$ cat src/rtl/ieee_sub_seq_if.sv
// Handshake bundle for the sequential single-precision subtractor.
// master = operand source / result consumer, slave = the subtractor.
interface ieee_sub_seq_if;
   logic        in_valid;
   logic        in_ready;
   logic [31:0] a;
   logic [31:0] b;
   logic        out_valid;
   logic        out_ready;
   logic [31:0] out;

   modport master (output in_valid, a, b, out_ready,
                   input  in_ready, out_valid, out);
   modport slave  (input  in_valid, a, b, out_ready,
                   output in_ready, out_valid, out);
endinterface

$ cat src/rtl/ieee_sub_seq.sv
// Multi-cycle IEEE-754 single subtractor (a + (-b)): align, add, iterative normalise.
// Truncating, denormals flushed to zero, inf/NaN inputs not special-cased.
module ieee_sub_seq #(
   parameter int exponent = 8,
   parameter int mantissa = 23
) (
   input logic          clk,
   input logic          rst,
   ieee_sub_seq_if.slave bus
);
   localparam int EW = exponent;
   localparam int MW = mantissa;
   localparam int W  = 1 + EW + MW;

   typedef enum logic [2:0] {IDLE, ALIGN, ADD, NORM, DONE} state_t;

   state_t          state_reg, state_next;
   logic [W-1:0]    a_reg, a_next;
   logic [W-1:0]    b_reg, b_next;
   logic            sign_reg, sign_next;
   logic            sub_reg, sub_next;
   logic [EW-1:0]   exp_reg, exp_next;
   logic [MW:0]     mx_reg, mx_next;
   logic [MW:0]     my_reg, my_next;
   logic [MW+1:0]   sum_reg, sum_next;
   logic [W-1:0]    out_reg, out_next;

   // Operand ordering: comparing {exp,frac} as one unsigned field orders by magnitude.
   logic            a_ge_b;
   logic [W-1:0]    x_op, y_op;
   logic [EW-1:0]   dif;
   logic [MW:0]     mx_full, my_full;
   logic [EW:0]     exp_inc;

   assign a_ge_b  = (a_reg[W-2:0] >= b_reg[W-2:0]);
   assign x_op    = a_ge_b ? a_reg : b_reg;
   assign y_op    = a_ge_b ? b_reg : a_reg;
   assign dif     = x_op[W-2:MW] - y_op[W-2:MW];
   assign mx_full = (x_op[W-2:MW] == '0) ? '0 : {1'b1, x_op[MW-1:0]};
   assign my_full = (y_op[W-2:MW] == '0) ? '0 : {1'b1, y_op[MW-1:0]};
   assign exp_inc = {1'b0, exp_reg} + 1'b1;

   always_comb begin
      state_next = state_reg;
      a_next     = a_reg;
      b_next     = b_reg;
      sign_next  = sign_reg;
      sub_next   = sub_reg;
      exp_next   = exp_reg;
      mx_next    = mx_reg;
      my_next    = my_reg;
      sum_next   = sum_reg;
      out_next   = out_reg;
      case (state_reg)
         IDLE: begin
            if (bus.in_valid) begin
               a_next     = bus.a;
               b_next     = {~bus.b[W-1], bus.b[W-2:0]};
               state_next = ALIGN;
            end
         end
         ALIGN: begin
            sign_next  = x_op[W-1];
            sub_next   = x_op[W-1] ^ y_op[W-1];
            exp_next   = x_op[W-2:MW];
            mx_next    = mx_full;
            my_next    = (dif >= EW'(MW + 2)) ? '0 : (my_full >> dif);
            state_next = ADD;
         end
         ADD: begin
            // X has the larger magnitude, so the difference never goes negative.
            sum_next   = sub_reg ? ({1'b0, mx_reg} - {1'b0, my_reg})
                                 : ({1'b0, mx_reg} + {1'b0, my_reg});
            state_next = NORM;
         end
         NORM: begin
            if (sum_reg == '0) begin
               out_next   = '0;
               state_next = DONE;
            end else if (sum_reg[MW+1]) begin
               if (exp_inc >= {1'b0, {EW{1'b1}}})
                  out_next = {sign_reg, {EW{1'b1}}, {MW{1'b0}}};
               else
                  out_next = {sign_reg, exp_inc[EW-1:0], sum_reg[MW:1]};
               state_next = DONE;
            end else if (sum_reg[MW]) begin
               out_next   = {sign_reg, exp_reg, sum_reg[MW-1:0]};
               state_next = DONE;
            end else if (exp_reg <= EW'(1)) begin
               out_next   = '0;
               state_next = DONE;
            end else begin
               sum_next = {sum_reg[MW:0], 1'b0};
               exp_next = exp_reg - 1'b1;
            end
         end
         DONE: begin
            if (bus.out_ready)
               state_next = IDLE;
         end
         default: state_next = IDLE;
      endcase
   end

   always_ff @(posedge clk) begin
      if (!rst) begin
         state_reg <= IDLE;
         a_reg     <= '0;
         b_reg     <= '0;
         sign_reg  <= 1'b0;
         sub_reg   <= 1'b0;
         exp_reg   <= '0;
         mx_reg    <= '0;
         my_reg    <= '0;
         sum_reg   <= '0;
         out_reg   <= '0;
      end else begin
         state_reg <= state_next;
         a_reg     <= a_next;
         b_reg     <= b_next;
         sign_reg  <= sign_next;
         sub_reg   <= sub_next;
         exp_reg   <= exp_next;
         mx_reg    <= mx_next;
         my_reg    <= my_next;
         sum_reg   <= sum_next;
         out_reg   <= out_next;
      end
   end

   assign bus.in_ready  = (state_reg == IDLE);
   assign bus.out_valid = (state_reg == DONE);
   assign bus.out       = out_reg;
endmodule

$ cat src/flat_wrapper.sv
// flat-port wrapper written by rule: the top's interface ports become plain ports
module ieee_sub_seq_flat 
#(
   parameter int exponent = 8,
   parameter int mantissa = 23
)
  (clk, rst, bus_in_valid, bus_a, bus_b, bus_out_ready, bus_in_ready, bus_out_valid, bus_out);
  ieee_sub_seq_if bus_i ();
  input logic clk;
  input logic rst;
  input wire logic [$bits(bus_i.in_valid)-1:0] bus_in_valid;
  input wire logic [$bits(bus_i.a)-1:0] bus_a;
  input wire logic [$bits(bus_i.b)-1:0] bus_b;
  input wire logic [$bits(bus_i.out_ready)-1:0] bus_out_ready;
  output wire logic [$bits(bus_i.in_ready)-1:0] bus_in_ready;
  output wire logic [$bits(bus_i.out_valid)-1:0] bus_out_valid;
  output wire logic [$bits(bus_i.out)-1:0] bus_out;
  assign bus_i.in_valid = bus_in_valid;
  assign bus_i.a = bus_a;
  assign bus_i.b = bus_b;
  assign bus_i.out_ready = bus_out_ready;
  assign bus_in_ready = bus_i.in_ready;
  assign bus_out_valid = bus_i.out_valid;
  assign bus_out = bus_i.out;
  ieee_sub_seq #(.exponent(exponent), .mantissa(mantissa)) u_core (.clk(clk), .rst(rst), .bus(bus_i));
endmodule
$ cat config.mk
export PLATFORM = sky130hd
export DESIGN_NAME = ieee_sub_seq_flat
export DESIGN_NICKNAME = d
export VERILOG_FILES = /design/src/rtl/ieee_sub_seq_if.sv /design/src/rtl/ieee_sub_seq.sv /design/src/flat_wrapper.sv
export SDC_FILE = /design/constraint.sdc
export NUM_CORES = 1
export LEC_CHECK = 0
export CORE_ASPECT_RATIO = 1.1
export CORE_MARGIN = 2
export CORE_UTILIZATION = 25
export CTS_CLUSTER_DIAMETER = 200
export DETAILED_ROUTE_END_ITERATION = 12
export DONT_BUFFER_PORTS = 1
export GPL_TIMING_DRIVEN = 1
export SYNTH_ARGS = -nofsm -noshare
export SYNTH_HDL_FRONTEND = slang
export SYNTH_SLANG_ARGS = --single-unit
$ cat constraint.sdc
create_clock -name clk -period 13.3 [get_ports clk]
set_input_delay 2.66 -clock clk [delete_from_list [all_inputs] [get_ports clk]]
set_output_delay 2.66 -clock clk [all_outputs]
set_load 0.01 [all_outputs]
Word-level counts from Yosys, hierarchy flattened
Cells that the tools add are included.
{"block": "word_totals", "regBits": 182, "inputBits": 68, "output_inout_bits": 34, "elab_cells": 77}
{"block": "op_classes", "addsub": 5, "order_cmp": 4, "eq_ne": 11, "shift": 1, "muxes": 28, "bitwise_logic": 2, "n_reduce_logical": 14}
{"operator": "$mux 32", "n": 6}
{"operator": "$mux 25", "n": 4}
{"operator": "$mux 24", "n": 4}
{"operator": "$pmux 25 s2", "n": 1}
{"operator": "$mux 8", "n": 4}
{"operator": "$ge 31x31->1", "n": 1}
{"operator": "$mux 31", "n": 1}
{"operator": "$add 24x24->25", "n": 1}
{"operator": "$logic_not 25->1", "n": 1}
{"operator": "$sub 24x24->25", "n": 1}
{"operator": "$shr 24x8->24", "n": 1}
{"operator": "$mux 3", "n": 6}
{"operator": "$logic_not 8->1", "n": 2}
{"operator": "$pmux 8 s2", "n": 1}
{"operator": "$pmux 3 s5", "n": 1}
{"operator": "$ne 2x2->1 const B", "n": 6}
{"operator": "$reduce_and 5->1", "n": 2}
{"operator": "$add 8x1->9 const B", "n": 1}
{"operator": "$ge 9x8->1 const B", "n": 1}
{"operator": "$ge 8x5->1 const B", "n": 1}
{"operator": "$le 8x1->1 const B", "n": 1}
{"operator": "$sub 8x1->8 const B", "n": 1}
{"operator": "$sub 8x8->8", "n": 1}
{"operator": "$eq 3x2->1 const B", "n": 2}
{"operator": "other kinds (10)", "n": 14}

Longest topological paths before layout
{"block": "logic_depth", "word_depth": 6, "depth_mapped": 23, "mapped_depth_nobuf": 20}

Worst setup path before layout
OpenSTA, ideal clock, no wires.
{"block": "synth_timing", "path_kind": "register -> register", "start": "register u_core.b_reg[12]", "end": "register u_core.my_reg[6]", "setup_time_ns": 0.116, "arrival_ns": 4.878, "t_required_ns": 13.184, "slack_ns": 8.306, "stages_incl_launch_ff": 20, "n_path_buf": 4, "period_less_slack_ns": 4.994, "path_cell_list": "dfxtp_1 -> inv_1 -> ha_1 -> a21oi_1 -> o21ai_1 -> a221o_1 -> a211o_1 -> o21ai_4 -> and4_4 -> nor2_1 -> ha_1 -> clkbuf_1 -> clkbuf_1 -> buf_1 -> clkbuf_1 -> mux2i_1 -> mux2i_1 -> mux2_2 -> a22o_1 -> a31o_1"}
{"block": "synth_via", "elab_chain_len": 6, "elab_cells_between_ends": 9, "classes_between": "1 x add/sub; 2 x order compare; 1 x shift; 4 x mux; 1 x reduce/logical"}
{"element": "start: declaration", "line": "ieee_sub_seq.sv:19", "rtl": "logic [W-1:0] b_reg, b_next;"}
{"element": "start signal: assignment", "line": "ieee_sub_seq.sv:120", "rtl": "b_reg <= b_next;"}
{"element": "parallel branches: the longest is 5 deep, another holds $ge 31x31->1"}
{"element": "$mux 24 (*)", "line": "ieee_sub_seq.sv:67", "rtl": "my_next = (dif >= EW'(MW + 2)) ? '0 : (my_full >> dif);"}
{"element": "end signal: assignment", "line": "ieee_sub_seq.sv:125", "rtl": "my_reg <= my_next;"}
{"element": "end: declaration", "line": "ieee_sub_seq.sv:24", "rtl": "logic [MW:0] my_reg, my_next;"}
Every way passes the cells marked *.
A chain may end at the register's enable or synchronous reset.

Final worst setup path
{"block": "layout_timing", "start": "register u_core.b_reg[21]", "end": "register u_core.my_reg[2]"}
The elaborated chain is that of the path after synthesis.

==> impl_metrics.env <==
export IMPL_drt_wirelength_per_cell_um=17.4
export IMPL_grt_pass1_wl_mm=59.0
export IMPL_root_buffer="clkbuf_16"
export IMPL_drt_initial_drc_count=654
export IMPL_vdd_drop_max_v=0.000103
export IMPL_finalCritPeriodShare_pct=40.7
export IMPL_skew_ns=0.0186
export IMPL_hp_class="reg -> reg"
export IMPL_grt_overflow=0
export IMPL_seq_area_frac_synth_pct=30.0
export IMPL_gr_usage_all_layers_pct=14.4
export IMPL_drv_slew=0
export IMPL_final_area_um2=13200
export IMPL_status="finished clean"
export IMPL_met1_usage_pct=20.1
export IMPL_ant_nets=0
export IMPL_syn_cell_area_um2=12200
export IMPL_p_leak_uw=0.00472
export IMPL_setup_viol=0
export IMPL_core_region_area_um2=47900
export IMPL_grtUsageMet3_pct=2.44
export IMPL_grt_util_met2_pct=22.8
export IMPL_path_clk_slew_ns=0.08
export IMPL_clkSinkCount=182
export IMPL_drt_first_pass_iters=5
export IMPL_synth_cell_types=80
export IMPL_max_freq_mhz=185
export IMPL_gp_congestion=0.897
export IMPL_fin_nets=1603
export IMPL_area_growth_syn_to_layout_pct=8.56
export IMPL_ctsHoldBuffers=0
export IMPL_criticalPathCategory="reg -> reg"
export IMPL_ys_flop_type="dfxtp_1"
export IMPL_yosysMostFrequentCell="a21oi_1"
export IMPL_die_w_um=214
export IMPL_die_h_um=235
export IMPL_ios=102
export IMPL_max_slew_margin_pct=17.6
export IMPL_cp_required_ns=13.68
export IMPL_grt_max_degree=104
export IMPL_antennaDiodeCount=0
export IMPL_ys_ff_latch=182
export IMPL_synthesis_nets=1679
export IMPL_worstPathArrival_ns=5.79
export IMPL_worst_slew_pin_slew_ns=1.23
export IMPL_clk_path_buf_depth=2
export IMPL_critPathLaunchType="register"
export IMPL_yosys_warnings=0
export IMPL_drt_total_wl_mm=37.0
export IMPL_synthesis_instances=1549
export IMPL_post_cts_buffers=0
export IMPL_hold_viol=0
export IMPL_synth_top_cells_by_count="a21oi_1, nor2_1, nand2_1, dfxtp_1, clkbuf_1"
export IMPL_ctsResizeCount=0
export IMPL_post_dp_cell_area_um2=12600
export IMPL_rows=84
export IMPL_critical_path_startpoint="u_core.b_reg[21]$_SDFFE_PN0P_"
export IMPL_grt_busiest_layer="met2"
export IMPL_cts_tree="done"
export IMPL_routed_via_density=5.19
export IMPL_synth_async_reset_ratio_pct=0
export IMPL_fill_cells=5247
export IMPL_drive_gt1_share_pct=6.93
export IMPL_clock_latency_ns=0.46
export IMPL_synth_top_area_cell="dfxtp_1"
export IMPL_htreeDepth=4
export IMPL_via_count=11100
export IMPL_post_dp_hpwl_mm=27.9
export IMPL_period_needed_ns=5.42
export IMPL_r2r_start="u_core.b_reg[21]$_SDFFE_PN0P_"
export IMPL_post_route_drc_count=0
export IMPL_rsz0062_at_grt="false"
export IMPL_numPortBuffers=0
export IMPL_grt_pass1_vias=10300
export IMPL_synthTopCellsByArea="dfxtp_1, a21oi_1, ha_1, nor2_1, nand2_1"
export IMPL_maxCapViolCount=0
export IMPL_crit_path_end_kind="register"
export IMPL_initial_core_util_pct=25.4
export IMPL_syn_avg_cell_area_um2=7.85
export IMPL_die_area_um2=50400
export IMPL_synth_edf_count=0
export IMPL_cts_buffers=17
export IMPL_antenna_found_initial=0
export IMPL_power_density_nw_per_um2=199
export IMPL_synth_top_area_share_pct=30.0
export IMPL_crit_fanout=27
export IMPL_worstHoldStart="u_core.b_reg[1]$_SDFFE_PN0P_"
export IMPL_setup_tns_ns=0
[placed cells by master (no fill, tap or decap), types with 6 or more instances in the layout]
cell type and instances:
buf_4 10, o21ai_0 52, and2_1 7, ha_1 61, or3_1 6, nor4_1 15, o21a_1 8, a32o_1 8
a221oi_1 11, a211oi_1 13, nor2b_1 12, xor2_1 9, a311oi_1 8, nand2_1 186, o211ai_1 15, a22oi_1 11
and3_1 16, a21o_1 11, xnor2_1 31, o21ai_1 8, a21oi_1 207, nand4_1 10, nand3_1 37, inv_8 6
a22o_1 12, a31oi_1 12, mux4_2 28, mux2i_1 59, nand2b_1 11, inv_1 61, nor3_1 33, mux2_2 14
dfxtp_1 181, nor2_1 190, clkbuf_16 17, a2bb2oi_1 23
[cells by family after synthesis]
kind of cell               after synthesis  synth area share [%]
and+or+nand+nor                        545                  19.9
AOI/OAI and AO/OA                      450                  23.7
DFF                                    182                  30.0
buffers and inverters                  168                  5.58
muxes                                  101                  11.3
adders and majority gates               62                  6.44
xor gates and xnor gates                41                  3.11
[final timing paths]
| kind | end | slack [ns] | cells past startpoint |
|---|---|---|---|
| setup reg to reg | u_core.my_reg[2]$_SDFFE_PN0P_ | 7.88 | 21 |
| setup / recovery | u_core.my_reg[2]$_SDFFE_PN0P_ | 7.88 | 21 |
| hold / removal | u_core.b_reg[1]$_SDFFE_PN0P_ | 0.46 | 2 |
| hold reg to reg | u_core.b_reg[1]$_SDFFE_PN0P_ | 0.46 | 2 |
[cell type report]
type,count,area [µm²],share of cell area [%]
Timing Repair Buffer,10,75.1,0.569
Tap cell,645,807,6.11
Clock inverter,15,156,1.18
Sequential cell,182,3640,27.6
Multi-Input combinational cell,1199,7850,59.5
Inverter,63,239,1.81
Clock buffer,17,425,3.22
[metal layers]
| metal | wire [µm] | vias up |
|---|---|---|
| met3 | 2020 | 31 |
| li1 | - | 5428 |
| met5 | 0 | - |
| met1 | 17600 | 5273 |
| met2 | 16800 | 330 |
| met4 | 686 | 0 |
[critical path: stages, from the launching register on]
cell and delay (ns):
dfxtp_1 0.39, inv_1 0.09, ha_1 0.30, nand3_1 0.11, nor3_1 0.33, nor3b_2 0.39
and3_1 0.43, o21ai_4 0.21, a211oi_2 0.39, nor2_1 0.08, ha_1 0.22, nand2b_1 0.19
or2_2 0.33, nor4_1 0.23, a221oi_1 0.09, o311a_1 0.14, buf_4 0.25, mux2i_1 0.15
o21ai_0 0.50, mux2_2 0.27, a22oi_1 0.09, o21ai_1 0.16
[stage by stage]
step           hold WS [ns]  instances  worst slack, ns  total power (µW)  utilization [%]
6_report              0.465       2131             7.88              2620             27.5
5_1_grt               0.494       2131             7.59              2800             27.5
4_1_cts               0.467       2131             7.95              2620             27.5
3_5_place_dp          0.456       2099             8.02              2100             26.3
3_3_place_gp          0.453       2099             8.05              2080             26.3
2_1_floorplan         0.436       1549             8.31              1800                -
[where the power goes]
part	leakage (µW)	internal, µW	switching, µW
logic	0.00296	579	832
clock network	0.000285	252	262
registers	0.00148	599	101
(Power assumes the default switching activity.)
